## config.mk

```make
export PLATFORM = sky130hd
export DESIGN_NAME = input_debounce_2ch
export DESIGN_NICKNAME = d
export VERILOG_FILES = /design/src/rtl/input_debounce_2ch_pkg.sv /design/src/rtl/input_debounce_2ch_debounce_ch.sv /design/src/rtl/input_debounce_2ch.sv
export SDC_FILE = /design/constraint.sdc
export NUM_CORES = 1
export LEC_CHECK = 0
export CORE_UTILIZATION = 51
export DETAILED_ROUTE_END_ITERATION = 10
export MAX_ROUTING_LAYER = met4
export PLACE_DENSITY = 0.7
export SYNTH_ARGS = -nofsm -noshare
export SYNTH_HDL_FRONTEND = slang
export SYNTH_SLANG_ARGS = --single-unit
```

## constraint.sdc

```tcl
create_clock -name clk_in -period 2.2 [get_ports clk_in]
set_clock_uncertainty 0.2 [all_clocks]
set_input_delay 0.44 -clock clk_in [delete_from_list [all_inputs] [get_ports clk_in]]
set_output_delay 0.44 -clock clk_in [all_outputs]
set_load 0.005 [all_outputs]
```

## src/rtl/input_debounce_2ch_pkg.sv

```systemverilog
// Shared definitions for the two-channel input debouncer: FSM state encoding
// and default parameter values.
package input_debounce_2ch_pkg;

  localparam int unsigned CNT_W_DEF           = 16;
  localparam int unsigned DEBOUNCE_CYCLES_DEF = 50000;

  typedef enum logic {
    ST_STABLE   = 1'b0,
    ST_COUNTING = 1'b1
  } state_e;

endpackage

```

## src/rtl/input_debounce_2ch_debounce_ch.sv

```systemverilog
// One debounce channel: two-flop synchronizer, STABLE/COUNTING FSM with a
// run-length counter, debounced level and single-cycle rise/fall pulses.
module debounce_ch
  import input_debounce_2ch_pkg::*;
#(
  parameter int unsigned CNT_W           = CNT_W_DEF,
  parameter int unsigned DEBOUNCE_CYCLES = DEBOUNCE_CYCLES_DEF
) (
  input  logic clk_in,
  input  logic rst_n_in,
  input  logic raw_in,
  output logic level_out,
  output logic rise_out,
  output logic fall_out,
  output logic stable_c
);

  if (DEBOUNCE_CYCLES < 2 || 64'(DEBOUNCE_CYCLES) > ((64'd1 << CNT_W) - 64'd1)) begin : g_bad_param
    $error("debounce_ch: DEBOUNCE_CYCLES out of range for CNT_W");
  end

  localparam logic [CNT_W-1:0] LAST_CNT = CNT_W'(DEBOUNCE_CYCLES - 1);

  logic             sync1_q, sync1_d;
  logic             sync2_q, sync2_d;
  state_e           state_q, state_d;
  logic [CNT_W-1:0] cnt_q, cnt_d;
  logic             level_q, level_d;
  logic             rise_q, rise_d;
  logic             fall_q, fall_d;

  // Next-state: only the second sync stage feeds the FSM.
  always_comb begin
    sync1_d = raw_in;
    sync2_d = sync1_q;
    state_d = state_q;
    cnt_d   = cnt_q;
    level_d = level_q;
    rise_d  = 1'b0;
    fall_d  = 1'b0;
    unique case (state_q)
      ST_STABLE: begin
        if (sync2_q != level_q) begin
          state_d = ST_COUNTING;
          cnt_d   = CNT_W'(1);
        end else begin
          cnt_d = '0;
        end
      end
      ST_COUNTING: begin
        if (sync2_q == level_q) begin
          state_d = ST_STABLE;
          cnt_d   = '0;
        end else if (cnt_q == LAST_CNT) begin
          // Run long enough: commit the new level and flag the edge.
          level_d = sync2_q;
          rise_d  = sync2_q;
          fall_d  = ~sync2_q;
          state_d = ST_STABLE;
          cnt_d   = '0;
        end else begin
          cnt_d = cnt_q + CNT_W'(1);
        end
      end
    endcase
    stable_c = (state_d == ST_STABLE);
  end

  always_ff @(posedge clk_in) begin
    if (!rst_n_in) begin
      sync1_q <= 1'b0;
      sync2_q <= 1'b0;
      state_q <= ST_STABLE;
      cnt_q   <= '0;
      level_q <= 1'b0;
      rise_q  <= 1'b0;
      fall_q  <= 1'b0;
    end else begin
      sync1_q <= sync1_d;
      sync2_q <= sync2_d;
      state_q <= state_d;
      cnt_q   <= cnt_d;
      level_q <= level_d;
      rise_q  <= rise_d;
      fall_q  <= fall_d;
    end
  end

  assign level_out = level_q;
  assign rise_out  = rise_q;
  assign fall_out  = fall_q;

endmodule

```

## src/rtl/input_debounce_2ch.sv

```systemverilog
// Two independent debounce channels feeding the downstream AND stage, plus a
// registered flag that is high when neither channel is mid-count.
module input_debounce_2ch
  import input_debounce_2ch_pkg::*;
#(
  parameter int unsigned CNT_W           = CNT_W_DEF,
  parameter int unsigned DEBOUNCE_CYCLES = DEBOUNCE_CYCLES_DEF
) (
  input  logic clk_in,
  input  logic rst_n_in,
  input  logic a_raw_in,
  input  logic b_raw_in,
  output logic a_out,
  output logic b_out,
  output logic a_rise_out,
  output logic a_fall_out,
  output logic b_rise_out,
  output logic b_fall_out,
  output logic stable_out
);

  logic a_stable_c;
  logic b_stable_c;
  logic stable_q, stable_d;

  debounce_ch #(
    .CNT_W          (CNT_W),
    .DEBOUNCE_CYCLES(DEBOUNCE_CYCLES)
  ) u_ch_a (
    .clk_in   (clk_in),
    .rst_n_in (rst_n_in),
    .raw_in   (a_raw_in),
    .level_out(a_out),
    .rise_out (a_rise_out),
    .fall_out (a_fall_out),
    .stable_c (a_stable_c)
  );

  debounce_ch #(
    .CNT_W          (CNT_W),
    .DEBOUNCE_CYCLES(DEBOUNCE_CYCLES)
  ) u_ch_b (
    .clk_in   (clk_in),
    .rst_n_in (rst_n_in),
    .raw_in   (b_raw_in),
    .level_out(b_out),
    .rise_out (b_rise_out),
    .fall_out (b_fall_out),
    .stable_c (b_stable_c)
  );

  // Registered from the channels' next-state so it tracks their state flops.
  always_comb begin
    stable_d = a_stable_c & b_stable_c;
  end

  always_ff @(posedge clk_in) begin
    if (!rst_n_in) begin
      stable_q <= 1'b1;
    end else begin
      stable_q <= stable_d;
    end
  end

  assign stable_out = stable_q;

endmodule

```

==> flow_summary.ini, run 1 <==
[outcome]
status = finished, final reports clean

[cts]
tritoncts = built
cts_hold_buf = 0
cts_setup_buffers = 0
cts_resized = 0
root_buffer = clkbuf_8
clock_latency_ps = 300
cts_buffers = 5
clk_pin_slew_worst_paths_ps = 80
clockBufferDepth = 2
clock_sinks = 45
cts-htree-levels = 2

[timing]
fin_tns_setup_ps = 0
hold_viol_final = 0
fmax_ghz = 0.514
tightest_slew_ps = 412
grt_setup_unrepaired = no
fin_crit_ps = 1950
drv_slew = 0
worst_slack_ps = 253
setup_viol = 0
post-route-period-util_pct = 88.5
max_slew_margin_pct = 72.2

[die]
core-area_mm2 = 0.00344
dieArea_mm2 = 0.00394
die_h_um = 62.8
die_w_um = 62.8
num_io_pins = 11
row_count = 21
start_util_pct = 54.7

[global_route]
grt_max_degree = 15
gr-total-overflow = 0
antenna_found_initial = 0
grt_pass1_vias = 1410
grt_pass1_wl_mm = 6.12
grt_util_all_layers_pct = 20.3

[final_layout]
seq_area_um2 = 901
multiInputGateArea_um2 = 918
antenna_cells = 0
final_area_mm2 = 0.00216
nets = 231
drive_above_1_share_pct = 7.52
fillers = 294
postLayoutCoreUtil_pct = 62.6
syn2layout_area_growth_pct = 14.4

[synth]
synth_warnings = 0
ys_top_cells_by_count = dfxtp_1 (45), nor2_1 (31), xnor2_1 (21)
yosys.cell_count.top_type = dfxtp_1
ys_ff_latch = 45
netlist_area_mm2 = 0.00188
synth_ff_type = dfxtp_1
synth_area_per_cell_um2 = 9.02
synthDistinctLibCells = 34
ys_seq_area_share_pct = 47.8
synth_area_leaders = dfxtp_1 (48%), xnor2_1 (9.8%), nor2_1 (6.2%), nand3_1 (4.2%), nor3_1 (2.9%)
synth_edf_count = 0
synth_top_area_cell = dfxtp_1
syn_inst = 209
yosys.area.top_type_share_pct = 47.8
async_flop_share_pct = 0
synth.net_count = 215

[placement]
place_area_mm2 = 0.00204
io_buffers = 10
preCtsSetupSlack_ps = 155
gp_congestion = 0.836
dpl.hpwl_mm = 2.45

[worst_setup_path]
critPathMaxFanout = 14
rr_worst_depth = 4
critPathLaunchType = flop
r2r-end = u_ch_a.cnt_q[6]$_SDFF_PP0_
r2r_slack_ps = 250
critPathArrivalTime_ps = 1930
required_ps = 2180
r2r_start = u_ch_a.cnt_q[7]$_SDFF_PP0_
crit_type = reg -> reg
crit_path_end_kind = flop

[drt]
firstDrtPassIters = 4
dr.first_iter.drc_count = 45
dr_total_vias = 1431
via_per_inst = 5.26
wire_per_inst_um = 12.2
ant_nets = 0
wirelength_mm = 3.31
drc = 0

[power_and_ir_drop]
vdd_drop_max_uv = 504
pwr_density_cell_mw_per_mm2 = 674
power_leakage_nw = 0.636

[hold_path]
worstHoldPathCells = 1
hold_start = u_ch_a.sync1_q$_SDFF_PN0_
hp-class = reg -> reg
hold-path-endpoint = u_ch_a.sync2_q$_SDFF_PN0_

[run]
max_cap_viol_count = 0
## registers in the layout (all words and copies together), names as in the netlist
register,flops
u_ch_a.sync2_q,1
u_ch_a.cnt_q,16
u_ch_a.state_q,1
u_ch_b.sync2_q,1
u_ch_b.cnt_q,16
u_ch_b.rise_out,1
u_ch_a.sync1_q,1
u_ch_b.state_q,1
u_ch_a.fall_out,1
u_ch_b.sync1_q,1
stable_out,1
u_ch_a.rise_out,1
u_ch_b.fall_out,1
u_ch_b.level_out,1
u_ch_a.level_out,1
## placed cells by master (no fill, tap or decap), types with 2 or more instances in the layout
cell type / count
a21boi_0: 2
a21oi_1: 5
and2_1: 4
and3_1: 2
buf_4: 3
clkbuf_8: 5
clkdlybuf4s50_1: 10
dfxtp_1: 45
ha_1: 2
inv_1: 12
nand2_1: 11
nand2b_1: 2
nand3_1: 16
nand4_1: 7
nor2_1: 31
nor3_1: 11
nor4_1: 8
nor4bb_1: 2
o21ai_0: 2
or3_1: 3
xnor2_1: 21
xor2_1: 5
## worst max path at each step
stage | to | startpoint | cells past startpoint
detailed placement | u_ch_b.cnt_q[15]$_SDFF_PP0_ | rst_n_in | 4
global placement | u_ch_b.cnt_q[15]$_SDFF_PP0_ | rst_n_in | 4
CTS | u_ch_b.cnt_q[14]$_SDFF_PP0_ | u_ch_b.cnt_q[0]$_SDFF_PN0_ | 5
floorplan | u_ch_a.cnt_q[13]$_SDFF_PP0_ | u_ch_a.cnt_q[7]$_SDFF_PP0_ | 5
global route | u_ch_b.cnt_q[13]$_SDFF_PP0_ | u_ch_b.cnt_q[0]$_SDFF_PN0_ | 5
finish | u_ch_a.cnt_q[6]$_SDFF_PP0_ | u_ch_a.cnt_q[7]$_SDFF_PP0_ | 4
## final cells by class
| type | count | area share [%] |
|---|---|---|
| Sequential cell | 45 | 41.8 |
| Clock buffer | 6 | 3.37 |
| Tap cell | 46 | 2.67 |
| Multi-Input combinational cell | 148 | 42.6 |
| Timing Repair Buffer | 13 | 5.69 |
| Clock inverter | 2 | 1.80 |
| Inverter | 12 | 2.09 |
## report_power, final
| part | switching, mW | total [mW] | internal, mW | leakage, nW |
|---|---|---|---|---|
| registers | 0.00464 | 0.825 | 0.820 | 0.364 |
| logic | 0.00856 | 0.0205 | 0.0119 | 0.217 |
| clock network | 0.268 | 0.609 | 0.341 | 0.0554 |
## worst max-delay path: stages (launching register included)
cell and delay (ps):
dfxtp_1 380, or4b_4 550, nor4_4 380, a21o_4 260, nor2_1 70
## stage by stage
stage	total power [mW]	hold slack, ps	instances
floorplan	0.853	212	209
global placement	0.863	214	264
detailed placement	0.864	236	264
CTS	1.47	257	272
global route	1.50	262	272
finish	1.45	250	272
## logic make-up (layout without fill, tap and decap cells)
group                      after synthesis  after routing  synth area share, %
DFF                                     45             45                 47.8
xor gates and xnor gates                26             26                 12.1
muxes                                    1              1                0.531
adders and majority gates                2              2                 1.33
AOI/OAI and AO/OA                       14             14                 5.05
and+or+nand+nor                        105            105                 29.6
buffers and inverters                   16             33                 3.59
## per-layer routing
metal  GRT usage [%]  share of wire [%]  up-vias
li1                -                  -      746
met1            22.1                 45      664
met2            35.2                 51       14
met3            4.93                2.5        7
met4            8.14                1.8        0
met5               -                  0        -
(Power assumes the default switching activity.)
==> inputs of run 2 (changes only) <==
Settings changed: CAP_MARGIN from default to 20.
==> results of run 2 <==
No change in the layout: final DEF, timing and power equal those of run 1.
==> inputs of run 3 (changes only) <==
Settings changed: PLACE_DENSITY 0.7 to 0.73.
Clock period 2.2 ns to 1.56 ns, I/O delays scaled along.
==> run 3 against run 2 <==
Net effect: the run now ends with setup timing left; clock power increased by 69%; final cell count increased by 19%; die area unchanged; sequential cell count unchanged; global-route usage increased by 6.2 points; register-to-register slack got worse by 460 ps; via count increased by 23%; critical path depth increased by 2; utilization increased by 23 points; sequential power increased by 41%; routed wire length increased by 57%; critical path type unchanged; largest cell class unchanged; highest routed layer unchanged.
==> flow_summary.ini, run 3 (synthesis results as in run 1) <==
[die]
start_util_pct = 54.7
die_h_um = 62.8
die_w_um = 62.8
dieArea_mm2 = 0.00394
core-area_mm2 = 0.00344
row_count = 21
num_io_pins = 11

[drt]
ant_nets = 0
dr_total_vias = 1763
wire_per_inst_um = 16.0
via_per_inst = 5.42
dr.first_iter.drc_count = 123
wirelength_mm = 5.20
firstDrtPassIters = 4
drc = 0

[global_route]
grt_util_all_layers_pct = 26.5
grt_pass1_vias = 1782
grt_max_degree = 15
gr-total-overflow = 0
grt_pass1_wl_mm = 7.87
antenna_found_initial = 0

[final_layout]
drive_above_1_share_pct = 48.7
multiInputGateArea_mm2 = 0.00124
antenna_cells = 0
syn2layout_area_growth_pct = 55.6
final_cell_mix = buf_4 (50), dfxtp_1 (25), xnor2_1 (19)
layout_commonest_cell = buf_4
seq_area_um2 = 931
nets = 284
fillers = 183
reg.largest.list = u_ch_a.cnt_q x16, u_ch_b.cnt_q x16

[placement]
dpl.hpwl_mm = 3.01
io_buffers = 10
gp_congestion = 0.877

[timing]
hold_viol_final = 0
post-route-period-util_pct = 113
tightest_slew_ps = 368
fmax_ghz = 0.566
grt_setup_unrepaired = yes
max_slew_margin_pct = 75.1
worst_slack_ps = -206
setup_viol = 35
fin_crit_ps = 1770
drv_slew = 0
holdWs_ps = 273

[power_and_ir_drop]
pwr_density_cell_mw_per_mm2 = 762
power_leakage_nw = 1.06
vdd_drop_max_uv = 549
power.total_mw = 2.23

[cts]
cts-htree-levels = 2
tritoncts = built
clockBufferDepth = 2
root_buffer = clkbuf_8
clock_latency_ps = 300
cts_buffers = 5
clock_sinks = 45
clk_pin_slew_worst_paths_ps = 80

[worst_setup_path]
r2r_slack_ps = -210
critPathMaxFanout = 5
critPathArrivalTime_ps = 1790
r2r-end = u_ch_a.rise_out$_SDFF_PP0_
critPathLaunchType = flop
rr_worst_depth = 6
crit_path_end_kind = flop
crit_type = reg -> reg
required_ps = 1580
r2r_start = u_ch_a.cnt_q[10]$_SDFF_PP0_

[outcome]
status = complete, but fails checks
violations = setup timing

[hold_path]
worstHoldPathCells = 1
hold_start = u_ch_b.sync1_q$_SDFF_PN0_
hp-class = reg -> reg
hold-path-endpoint = u_ch_b.sync2_q$_SDFF_PN0_

[run]
max_cap_viol_count = 0
==> run 3: changes by cell type in the layout (fill, tap and decap cells not counted), moves of 5 or more <==
cell | previous run | this run
dfxtp_2 | 0 | 18
buf_4 | 3 | 50
nor2_2 | 0 | 9
dlygate4sd2_1 | 0 | 7
nor3_1 | 11 | 6
dfxtp_1 | 45 | 25
buf_6 | 0 | 5
nor2_4 | 0 | 5
clkdlybuf4s50_1 | 10 | 3
nor2_1 | 31 | 17
==> run 3: per-layer routing <==
| layer | vias to the layer above | GRT usage, % | share of wire (%) |
|---|---|---|---|
| li1 | 858 | - | - |
| met5 | - | - | 0 |
| met2 | 31 | 49.2 | 56 |
| met4 | 0 | 10.5 | 2.0 |
| met3 | 11 | 5.47 | 2.7 |
| met1 | 863 | 26.8 | 40 |
==> run 3: worst max-delay path by stage <==
stage | start | slack (ps) | end | depth (start not counted)
detailed placement | rst_n_in | -200 | u_ch_a.cnt_q[11]$_SDFF_PP0_ | 5
finish | u_ch_a.cnt_q[10]$_SDFF_PP0_ | -210 | u_ch_a.rise_out$_SDFF_PP0_ | 6
CTS | u_ch_a.cnt_q[10]$_SDFF_PP0_ | -180 | u_ch_a.cnt_q[0]$_SDFF_PN0_ | 4
floorplan | u_ch_a.cnt_q[10]$_SDFF_PP0_ | -170 | u_ch_a.cnt_q[10]$_SDFF_PP0_ | 5
global placement | rst_n_in | -150 | u_ch_a.cnt_q[15]$_SDFF_PP0_ | 5
global route | u_ch_a.cnt_q[10]$_SDFF_PP0_ | -230 | u_ch_a.rise_out$_SDFF_PP0_ | 6
==> run 3: timing repair <==
action                                  in CTS  in global routing
hold buffers                                 0                  0
resized for setup                           34                 54
buffers inserted                             3                  5
endpoints found under the setup margin      45                 39
cloned                                       0                  1
pin swaps                                    9                 28
==> run 3: stage by stage <==
stage	std cells	utilization, %	setup TNS, ps	setup slack, ps	instance area (um^2)
5_1_grt	325	85.2	-6280	-234	2930
4_1_cts	319	77.3	-3210	-182	2660
2_1_floorplan	209	-	-2440	-165	1930
3_3_place_gp	308	69.9	-3650	-152	2400
6_report	325	85.2	-4330	-206	2930
3_5_place_dp	308	69.9	-4560	-199	2400
==> run 3: final cells by class <==
cell class                 count  share of cell area, %
clock buffer                   5                   2.35
clock inverter                 3                   2.22
inverter                      12                   1.54
multi-input combinational    149                   42.3
sequential                    45                   31.8
tap                           46                   1.96
timing repair buffer          65                   17.8
==> run 3: critical path: stages (launching register included) <==
cell and delay (ps):
dfxtp_2 330, or4b_4 540, nor4_4 160, buf_6 170
buf_6 100, nand2_4 50, nor3_4 140
==> run 3: where the power goes <==
| part | leakage [nW] | switching (mW) | internal, mW | total, mW |
|---|---|---|---|---|
| sequential | 0.375 | 0.00746 | 1.15 | 1.16 |
| combinational | 0.620 | 0.0175 | 0.0210 | 0.0385 |
| clock | 0.0681 | 0.397 | 0.636 | 1.03 |
